<file path="src/rtl/memory_access_unit.sv">
// Word-addressed memory with req/done handshake and programmable wait states; optional zero-fill after reset (MEM_CLEAR_ON_RESET_EN).
// Latency: WAIT_STATES+1 cycles from accepted request to the registered MEM_done/MEM_error/read-data cycle.
// Backpressure: MEM_busy=1 while an access (or clear) is in flight; requests seen while busy are dropped, not queued.
module memory_access_unit #(
    parameter int DATA_W      = 16,
    parameter int ADDR_W      = 16,
    parameter int DEPTH       = 256,
    parameter int WAIT_STATES = 2
) (
    input  logic              MEM_clock,
    input  logic              MEM_reset_n,
    input  logic              MEM_req,
    input  logic              MEM_we,
    input  logic [ADDR_W-1:0] MEM_addr,
    input  logic [DATA_W-1:0] MEM_data_to_memory,
    output logic [DATA_W-1:0] MEM_data_from_memory,
    output logic              MEM_busy,
    output logic              MEM_done,
    output logic              MEM_error
);

    localparam int              IDX_W     = (DEPTH > 1) ? $clog2(DEPTH) : 1;
    localparam logic [3:0]      WAIT_LOAD = (WAIT_STATES > 0) ? 4'(WAIT_STATES - 1) : 4'd0;
    localparam logic [ADDR_W:0] DEPTH_EXT = (ADDR_W + 1)'(DEPTH);
    localparam logic [IDX_W-1:0] LAST_IDX = IDX_W'(DEPTH - 1);

    typedef enum logic [1:0] {
        ST_IDLE   = 2'd0,
        ST_WAIT   = 2'd1,
        ST_ACCESS = 2'd2,
        ST_CLEAR  = 2'd3
    } state_t;

    state_t              state_q;
    state_t              state_d;
    logic [3:0]          wait_cnt_q;
    logic                we_q;
    logic [ADDR_W-1:0]   addr_q;
    logic [DATA_W-1:0]   wdat_q;
    logic [DATA_W-1:0]   mem [DEPTH];

    logic                accept;
    logic                in_range;
    logic                mem_wr;
    logic [IDX_W-1:0]    mem_idx;
    logic [DATA_W-1:0]   mem_wdat;
    logic [DATA_W-1:0]   mem_rdat;

`ifdef MEM_CLEAR_ON_RESET_EN
    logic [IDX_W-1:0]    clear_idx_q;
`endif

    assign accept   = (state_q == ST_IDLE) && MEM_req;
    // Zero-extend so an address equal to 2^ADDR_W-1 compares correctly when DEPTH = 2^ADDR_W.
    assign in_range = ({1'b0, addr_q} < DEPTH_EXT);
    assign mem_rdat = mem[mem_idx];

    // State register
    always_ff @(posedge MEM_clock or negedge MEM_reset_n) begin
        if (!MEM_reset_n) begin
`ifdef MEM_CLEAR_ON_RESET_EN
            state_q <= ST_CLEAR;
`else
            state_q <= ST_IDLE;
`endif
        end else begin
            state_q <= state_d;
        end
    end

    // Next-state logic
    always_comb begin
        state_d = state_q;
        case (state_q)
            ST_IDLE: begin
                if (MEM_req) begin
                    state_d = (WAIT_STATES > 0) ? ST_WAIT : ST_ACCESS;
                end
            end
            ST_WAIT: begin
                if (wait_cnt_q == 4'd0) begin
                    state_d = ST_ACCESS;
                end
            end
            ST_ACCESS: begin
                state_d = ST_IDLE;
            end
            ST_CLEAR: begin
`ifdef MEM_CLEAR_ON_RESET_EN
                if (clear_idx_q == LAST_IDX) begin
                    state_d = ST_IDLE;
                end
`else
                state_d = ST_IDLE;
`endif
            end
            default: begin
                state_d = ST_IDLE;
            end
        endcase
    end

    // Output / array-port decode
    always_comb begin
        MEM_busy = (state_q != ST_IDLE);
        mem_wr   = 1'b0;
        mem_idx  = addr_q[IDX_W-1:0];
        mem_wdat = wdat_q;
        case (state_q)
            ST_ACCESS: begin
                mem_wr = we_q && in_range;
            end
`ifdef MEM_CLEAR_ON_RESET_EN
            ST_CLEAR: begin
                mem_wr   = 1'b1;
                mem_idx  = clear_idx_q;
                mem_wdat = '0;
            end
`endif
            default: begin
                mem_wr = 1'b0;
            end
        endcase
    end

    // Request fields are frozen at acceptance so MAR/MDR may move on during the access.
    always_ff @(posedge MEM_clock or negedge MEM_reset_n) begin
        if (!MEM_reset_n) begin
            we_q   <= 1'b0;
            addr_q <= '0;
            wdat_q <= '0;
        end else if (accept) begin
            we_q   <= MEM_we;
            addr_q <= MEM_addr;
            wdat_q <= MEM_data_to_memory;
        end
    end

    always_ff @(posedge MEM_clock or negedge MEM_reset_n) begin
        if (!MEM_reset_n) begin
            wait_cnt_q <= 4'd0;
        end else if (accept) begin
            wait_cnt_q <= WAIT_LOAD;
        end else if ((state_q == ST_WAIT) && (wait_cnt_q != 4'd0)) begin
            wait_cnt_q <= wait_cnt_q - 4'd1;
        end
    end

    always_ff @(posedge MEM_clock or negedge MEM_reset_n) begin
        if (!MEM_reset_n) begin
            MEM_done             <= 1'b0;
            MEM_error            <= 1'b0;
            MEM_data_from_memory <= '0;
        end else begin
            MEM_done  <= (state_q == ST_ACCESS);
            MEM_error <= (state_q == ST_ACCESS) && !in_range;
            if ((state_q == ST_ACCESS) && !we_q) begin
                MEM_data_from_memory <= in_range ? mem_rdat : '0;
            end
        end
    end

`ifdef MEM_CLEAR_ON_RESET_EN
    always_ff @(posedge MEM_clock or negedge MEM_reset_n) begin
        if (!MEM_reset_n) begin
            clear_idx_q <= '0;
        end else if (state_q == ST_CLEAR) begin
            clear_idx_q <= clear_idx_q + IDX_W'(1);
        end
    end
`endif

    // Storage has no reset; aborted accesses never reach ST_ACCESS, so no write leaks out.
    always_ff @(posedge MEM_clock) begin
        if (mem_wr) begin
            mem[mem_idx] <= mem_wdat;
        end
    end

endmodule

</file>
<file path="config.mk">
export PLATFORM = sky130hd
export DESIGN_NAME = memory_access_unit
export DESIGN_NICKNAME = d
export VERILOG_FILES = /design/src/rtl/memory_access_unit.sv
export SDC_FILE = /design/constraint.sdc
export NUM_CORES = 2
export LEC_CHECK = 0
export ABC_AREA = 0
export CAP_MARGIN = 20
export CORE_MARGIN = 2
export CORE_UTILIZATION = 55
export DETAILED_ROUTE_END_ITERATION = 16
export PLACE_DENSITY = 0.71
export SLEW_MARGIN = 40
export SYNTH_ARGS = -nofsm -noshare
export SYNTH_HDL_FRONTEND = slang
export SYNTH_SLANG_ARGS = --single-unit
export TNS_END_PERCENT = 20
</file>
<file path="constraint.sdc">
create_clock -name MEM_clock -period 11.15 [get_ports MEM_clock]
set_input_delay 1.115 -clock MEM_clock [delete_from_list [all_inputs] [get_ports MEM_clock]]
set_output_delay 1.115 -clock MEM_clock [all_outputs]
set_load 0.05 [all_outputs]
</file>
==> impl_metrics.prom <==
# TYPE chip_impl_metric gauge
chip_impl_info{name="outcome",value="finished, final reports clean"} 1
chip_impl_metric{name="grt_pass1_wl",unit="mm"} 585
chip_impl_metric{name="finalHoldViolations",unit=""} 0
chip_impl_metric{name="maximum_number_of_pins_on_one_net_before_global_route_repair",unit=""} 189
chip_impl_metric{name="dr.first_iter.drc_count",unit=""} 12600
chip_impl_info{name="critical_path.cell_chain",value="buf_12 > buf_16 > buf_4 > buf_4 > mux4_2 > nand3_1 > nand3_1 > a211o_1 > or4_1 > a31oi_1 > a211oi_1"} 1
chip_impl_metric{name="critical_path_arrival",unit="ns"} 6.23
chip_impl_metric{name="timing.final.setup_violations",unit=""} 0
chip_impl_metric{name="number_of_antenna_violations_at_the_first_check_in_global_routing",unit=""} 26
chip_impl_metric{name="power.leakage",unit="nW"} 57.3
chip_impl_metric{name="syn_area_per_cell",unit="um2"} 20.7
chip_impl_metric{name="timing.reg2reg.worst_path_depth",unit=""} 11
chip_impl_metric{name="net-switching-power",unit="mW"} 15.6
chip_impl_metric{name="finalWeightedCongestion",unit=""} 0.881
chip_impl_metric{name="drt-wirelength-per-cell",unit="um"} 33.7
chip_impl_metric{name="synth.ff_latch_count",unit=""} 4153
chip_impl_metric{name="period_minus_slack",unit="ns"} 5.43
chip_impl_metric{name="clock_latency",unit="ns"} 0.99
chip_impl_metric{name="synth-warning-count",unit=""} 0
chip_impl_metric{name="number_of_remaining_drc_errors",unit=""} 0
chip_impl_metric{name="synth-adder-area-share",unit=""} 0.0000785
chip_impl_metric{name="p_seq_frac",unit=""} 0.427
chip_impl_info{name="critical_path.reg2reg.startpoint",value="addr_q[0]"} 1
chip_impl_metric{name="ctsHoldBuffers",unit=""} 1
chip_impl_metric{name="synth_largest_type_area_fraction",unit=""} 0.772
chip_impl_metric{name="cts.clk_slew.worst_paths",unit="ns"} 0.06
chip_impl_metric{name="final.setup_skew",unit="ns"} 0.0860
chip_impl_metric{name="final_cell_area",unit="um2"} 180000
chip_impl_metric{name="fp.dieH",unit="um"} 542
chip_impl_metric{name="multi_input_area",unit="um2"} 33400
chip_impl_metric{name="clkPwrFrac",unit=""} 0.289
chip_impl_metric{name="regArea",unit="um2"} 125000
chip_impl_metric{name="cellPowerDensity",unit="nW/um2"} 263
chip_impl_info{name="crit_path_start_kind",value="flip-flop"} 1
chip_impl_info{name="hp-start",value="addr_q[13]"} 1
chip_impl_metric{name="max_freq",unit="MHz"} 184
chip_impl_metric{name="synth-edff-count",unit=""} 4096
chip_impl_metric{name="cts_inserted_buffers",unit=""} 405
chip_impl_metric{name="yosys-mux-area-fraction",unit=""} 0.145
chip_impl_metric{name="htree_num_levels",unit=""} 5
chip_impl_metric{name="post_cts_repair_timing_setup_buffer_count",unit=""} 0
chip_impl_metric{name="synth-compound-area-share",unit=""} 0.0361
chip_impl_info{name="crit_path_end_kind",value="flip-flop"} 1
chip_impl_info{name="hold_path_class",value="reg2reg"} 1
chip_impl_metric{name="netlist_area",unit="um2"} 159000
chip_impl_info{name="root_buf_cell",value="sky130_fd_sc_hd__clkbuf_16"} 1
chip_impl_metric{name="syn_to_final_growth",unit="%"} 13.0
chip_impl_metric{name="p_int",unit="mW"} 31.8
chip_impl_metric{name="comb_power_share",unit=""} 0.284
chip_impl_metric{name="switching_share",unit=""} 0.328
chip_impl_metric{name="crit_fanout",unit=""} 59
chip_impl_metric{name="cts_max_path_buffers",unit=""} 4
chip_impl_metric{name="ios",unit=""} 55
chip_impl_metric{name="hpwlAfterDp",unit="mm"} 240
chip_impl_info{name="synth_top_flop_cell",value="sky130_fd_sc_hd__edfxtp_1"} 1
chip_impl_info{name="synth_area_leaders",value="sky130_fd_sc_hd__edfxtp_1 (77%), sky130_fd_sc_hd__mux4_2 (11%), sky130_fd_sc_hd__mux2i_1 (3.7%)"} 1
chip_impl_info{name="critical_path.top_delay_family",value="buffers and inverters"} 1
chip_impl_metric{name="timing.final.crit_share",unit=""} 0.487
chip_impl_metric{name="first_global_vias",unit=""} 79700
chip_impl_metric{name="count_of_buffers_from_port_buffering",unit=""} 54
chip_impl_metric{name="layout.filler_cells",unit=""} 19000
chip_impl_metric{name="worst-path-stages",unit=""} 11
chip_impl_info{name="timing.setup.critical_path_class",value="reg2reg"} 1
chip_impl_info{name="post-synth-top-count-cell",value="sky130_fd_sc_hd__edfxtp_1"} 1
chip_impl_metric{name="min_path_cells",unit=""} 1
chip_impl_info{name="cell_with_the_largest_stage_delay_on_the_worst_path",value="sky130_fd_sc_hd__dfrtp_4"} 1
chip_impl_info{name="setup_repair_after_global_routing_missed_its_margin",value="false"} 1
chip_impl_metric{name="chipWidth",unit="um"} 542
chip_impl_metric{name="worst_ir_drop_vdd",unit="V"} 0.000217
chip_impl_metric{name="slew-limit-headroom",unit=""} 0.360
chip_impl_metric{name="first_pass_iters",unit=""} 6
chip_impl_metric{name="timing.critical_path.required",unit="ns"} 11.95
chip_impl_metric{name="fin_setup_tns",unit="ns"} 0
chip_impl_metric{name="numClockSinks",unit=""} 4153
chip_impl_metric{name="route.vias.total",unit=""} 81300
chip_impl_metric{name="mappedNetlistNets",unit=""} 7717
chip_impl_metric{name="max-cap-violations",unit=""} 0
chip_impl_metric{name="maxSlewViolCount",unit=""} 0
chip_impl_metric{name="gr-total-overflow",unit=""} 0
chip_impl_metric{name="placement.setup.worst_slack",unit="ns"} 5.79
chip_impl_metric{name="postSynthCellCount",unit=""} 7680
chip_impl_info{name="synth_top_family_by_area",value="multiplexers"} 1
chip_impl_info{name="netlist_top_cells_count",value="sky130_fd_sc_hd__edfxtp_1 (4096), sky130_fd_sc_hd__mux4_2 (748), sky130_fd_sc_hd__mux2i_1 (582)"} 1
chip_impl_metric{name="synthArstFlopShare",unit=""} 0.0137
chip_impl_metric{name="die_outline_area",unit="um2"} 294000
chip_impl_metric{name="synth_seq_area_share",unit=""} 0.781
chip_impl_metric{name="post_cts.resized_instances",unit=""} 0
chip_impl_metric{name="nNetsFinal",unit=""} 8085
chip_impl_info{name="clock_tree_from_tritoncts",value="built"} 1
chip_impl_metric{name="routed_via_density",unit=""} 6.67
chip_impl_metric{name="overall_power_consumption",unit="mW"} 47.3
chip_impl_metric{name="initial_core_util",unit=""} 0.553
chip_impl_metric{name="placed_area",unit="um2"} 166000
chip_impl_metric{name="netlist-cell-type-count",unit=""} 56
chip_impl_metric{name="route.final.wire_length",unit="mm"} 411
chip_impl_metric{name="core",unit="um2"} 288000
chip_impl_metric{name="antenna_left",unit=""} 0
chip_impl_metric{name="tightestPinTransition",unit="ns"} 0.960
chip_impl_metric{name="row_count",unit=""} 197
chip_impl_info{name="worstSetupStartpoint",value="addr_q[0]"} 1
chip_impl_metric{name="critical-path-max-stage-delay",unit="ns"} 0.74
chip_impl_metric{name="final.setup.worst_slack",unit="ns"} 5.72
chip_impl_metric{name="synth_xor_area_frac",unit=""} 0.000110
chip_impl_metric{name="global_route.usage.total",unit=""} 0.278
chip_impl_metric{name="crit_buf_inv",unit=""} 4
chip_impl_info{name="synth.largest_area_cell",value="sky130_fd_sc_hd__edfxtp_1"} 1
chip_impl_metric{name="layout-drive-gt1-share",unit=""} 0.227
chip_impl_metric{name="final_core_util",unit=""} 0.625
chip_impl_metric{name="post_synth_and_or_nand_nor_area_fraction",unit=""} 0.0244
## metrics by stage
stage	cells	hold WS [ns]
floorplan	7680	0.463
global placement	11400	0.477
detailed placement	11400	0.491
CTS	12200	0.487
global route	12200	0.509
finish	12200	0.499
## power groups by stage
stage / Sequential (mW) / Combinational (mW) / Clock [mW]
after floorplan: 21.7 / 7.13 / 0
after global routing: 20.2 / 14.0 / 14.4
after global placement: 20.7 / 12.6 / 0
after detailed placement: 20.6 / 13.1 / 0
final: 20.2 / 13.5 / 13.7
after CTS: 20.3 / 13.2 / 13.8
## sequential cells by signal, summed over array words and instances (netlist names)
signal	flops
MEM_data_from_memory	16
MEM_done	1
MEM_error	1
addr_q	16
mem	4096
mem_wdat	16
state_q	2
wait_cnt_q	4
we_q	1
## routing by layer
layer / vias to the layer above / share of wire / wire, um / track usage
met4: 14 / 0.051 / 20900 / 0.124
li1: 32800 / - / - / -
met5: - / 0.00070 / 287 / 0
met1: 42400 / 0.36 / 149000 / 0.384
met2: 5125 / 0.47 / 194000 / 0.432
met3: 918 / 0.11 / 46600 / 0.0588
## final timing paths
kind,to,slack [ns]
max,MEM_data_from_memory[11],5.72
min,addr_q[13],0.50
max reg2reg,MEM_data_from_memory[11],5.72
min reg2reg,addr_q[13],0.50
max in group asynchronous,addr_q[1],9.58
min in group asynchronous,mem_wdat[9],0.53
## layout by cell type (no fill, tap or decap), types with 53 or more instances in the layout
cell	count
sky130_fd_sc_hd__edfxtp_1	4096
sky130_fd_sc_hd__mux4_2	748
sky130_fd_sc_hd__mux2i_1	582
sky130_fd_sc_hd__clkbuf_16	410
sky130_fd_sc_hd__a22oi_1	309
sky130_fd_sc_hd__buf_4	304
sky130_fd_sc_hd__nor2_1	282
sky130_fd_sc_hd__nand2_1	152
sky130_fd_sc_hd__nand3_1	152
sky130_fd_sc_hd__a21oi_1	113
sky130_fd_sc_hd__clkinv_2	91
sky130_fd_sc_hd__clkbuf_1	81
sky130_fd_sc_hd__o21ai_0	78
sky130_fd_sc_hd__clkinv_1	78
sky130_fd_sc_hd__o22ai_1	73
sky130_fd_sc_hd__nand4_1	62
sky130_fd_sc_hd__nor2_4	60
sky130_fd_sc_hd__a31oi_1	58
sky130_fd_sc_hd__clkdlybuf4s50_1	53
## final cells by class
cell class / count / area share
sequential: 4153 / 0.692
multi-input combinational: 3049 / 0.186
timing repair buffer: 427 / 0.0217
tap: 3781 / 0.0263
clock inverter: 255 / 0.0149
clock buffer: 501 / 0.0594
antenna: 8 / 0.000111
inverter: 12 / 0.000271
## kinds of logic (layout without fill, tap and decap cells)
group / Yosys count / in the layout
adder cells (fa/ha/maj): 1 / 1
XOR/XNOR: 2 / 2
AND/OR/NAND/NOR: 857 / 857
flip-flops: 4153 / 4153
other: 0 / 8
AO/OA/AOI/OAI: 824 / 824
buffers and inverters: 478 / 1195
multiplexers: 1365 / 1365
## worst reg2reg max path: stages, from the launching register on
cell	delay [ns]
sky130_fd_sc_hd__dfrtp_4	0.74
sky130_fd_sc_hd__buf_12	0.45
sky130_fd_sc_hd__buf_16	0.39
sky130_fd_sc_hd__buf_4	0.54
sky130_fd_sc_hd__buf_4	0.56
sky130_fd_sc_hd__mux4_2	0.58
sky130_fd_sc_hd__nand3_1	0.10
sky130_fd_sc_hd__nand3_1	0.17
sky130_fd_sc_hd__a211o_1	0.41
sky130_fd_sc_hd__or4_1	0.52
sky130_fd_sc_hd__a31oi_1	0.70
sky130_fd_sc_hd__a211oi_1	0.10
(Power assumes the default switching activity.)
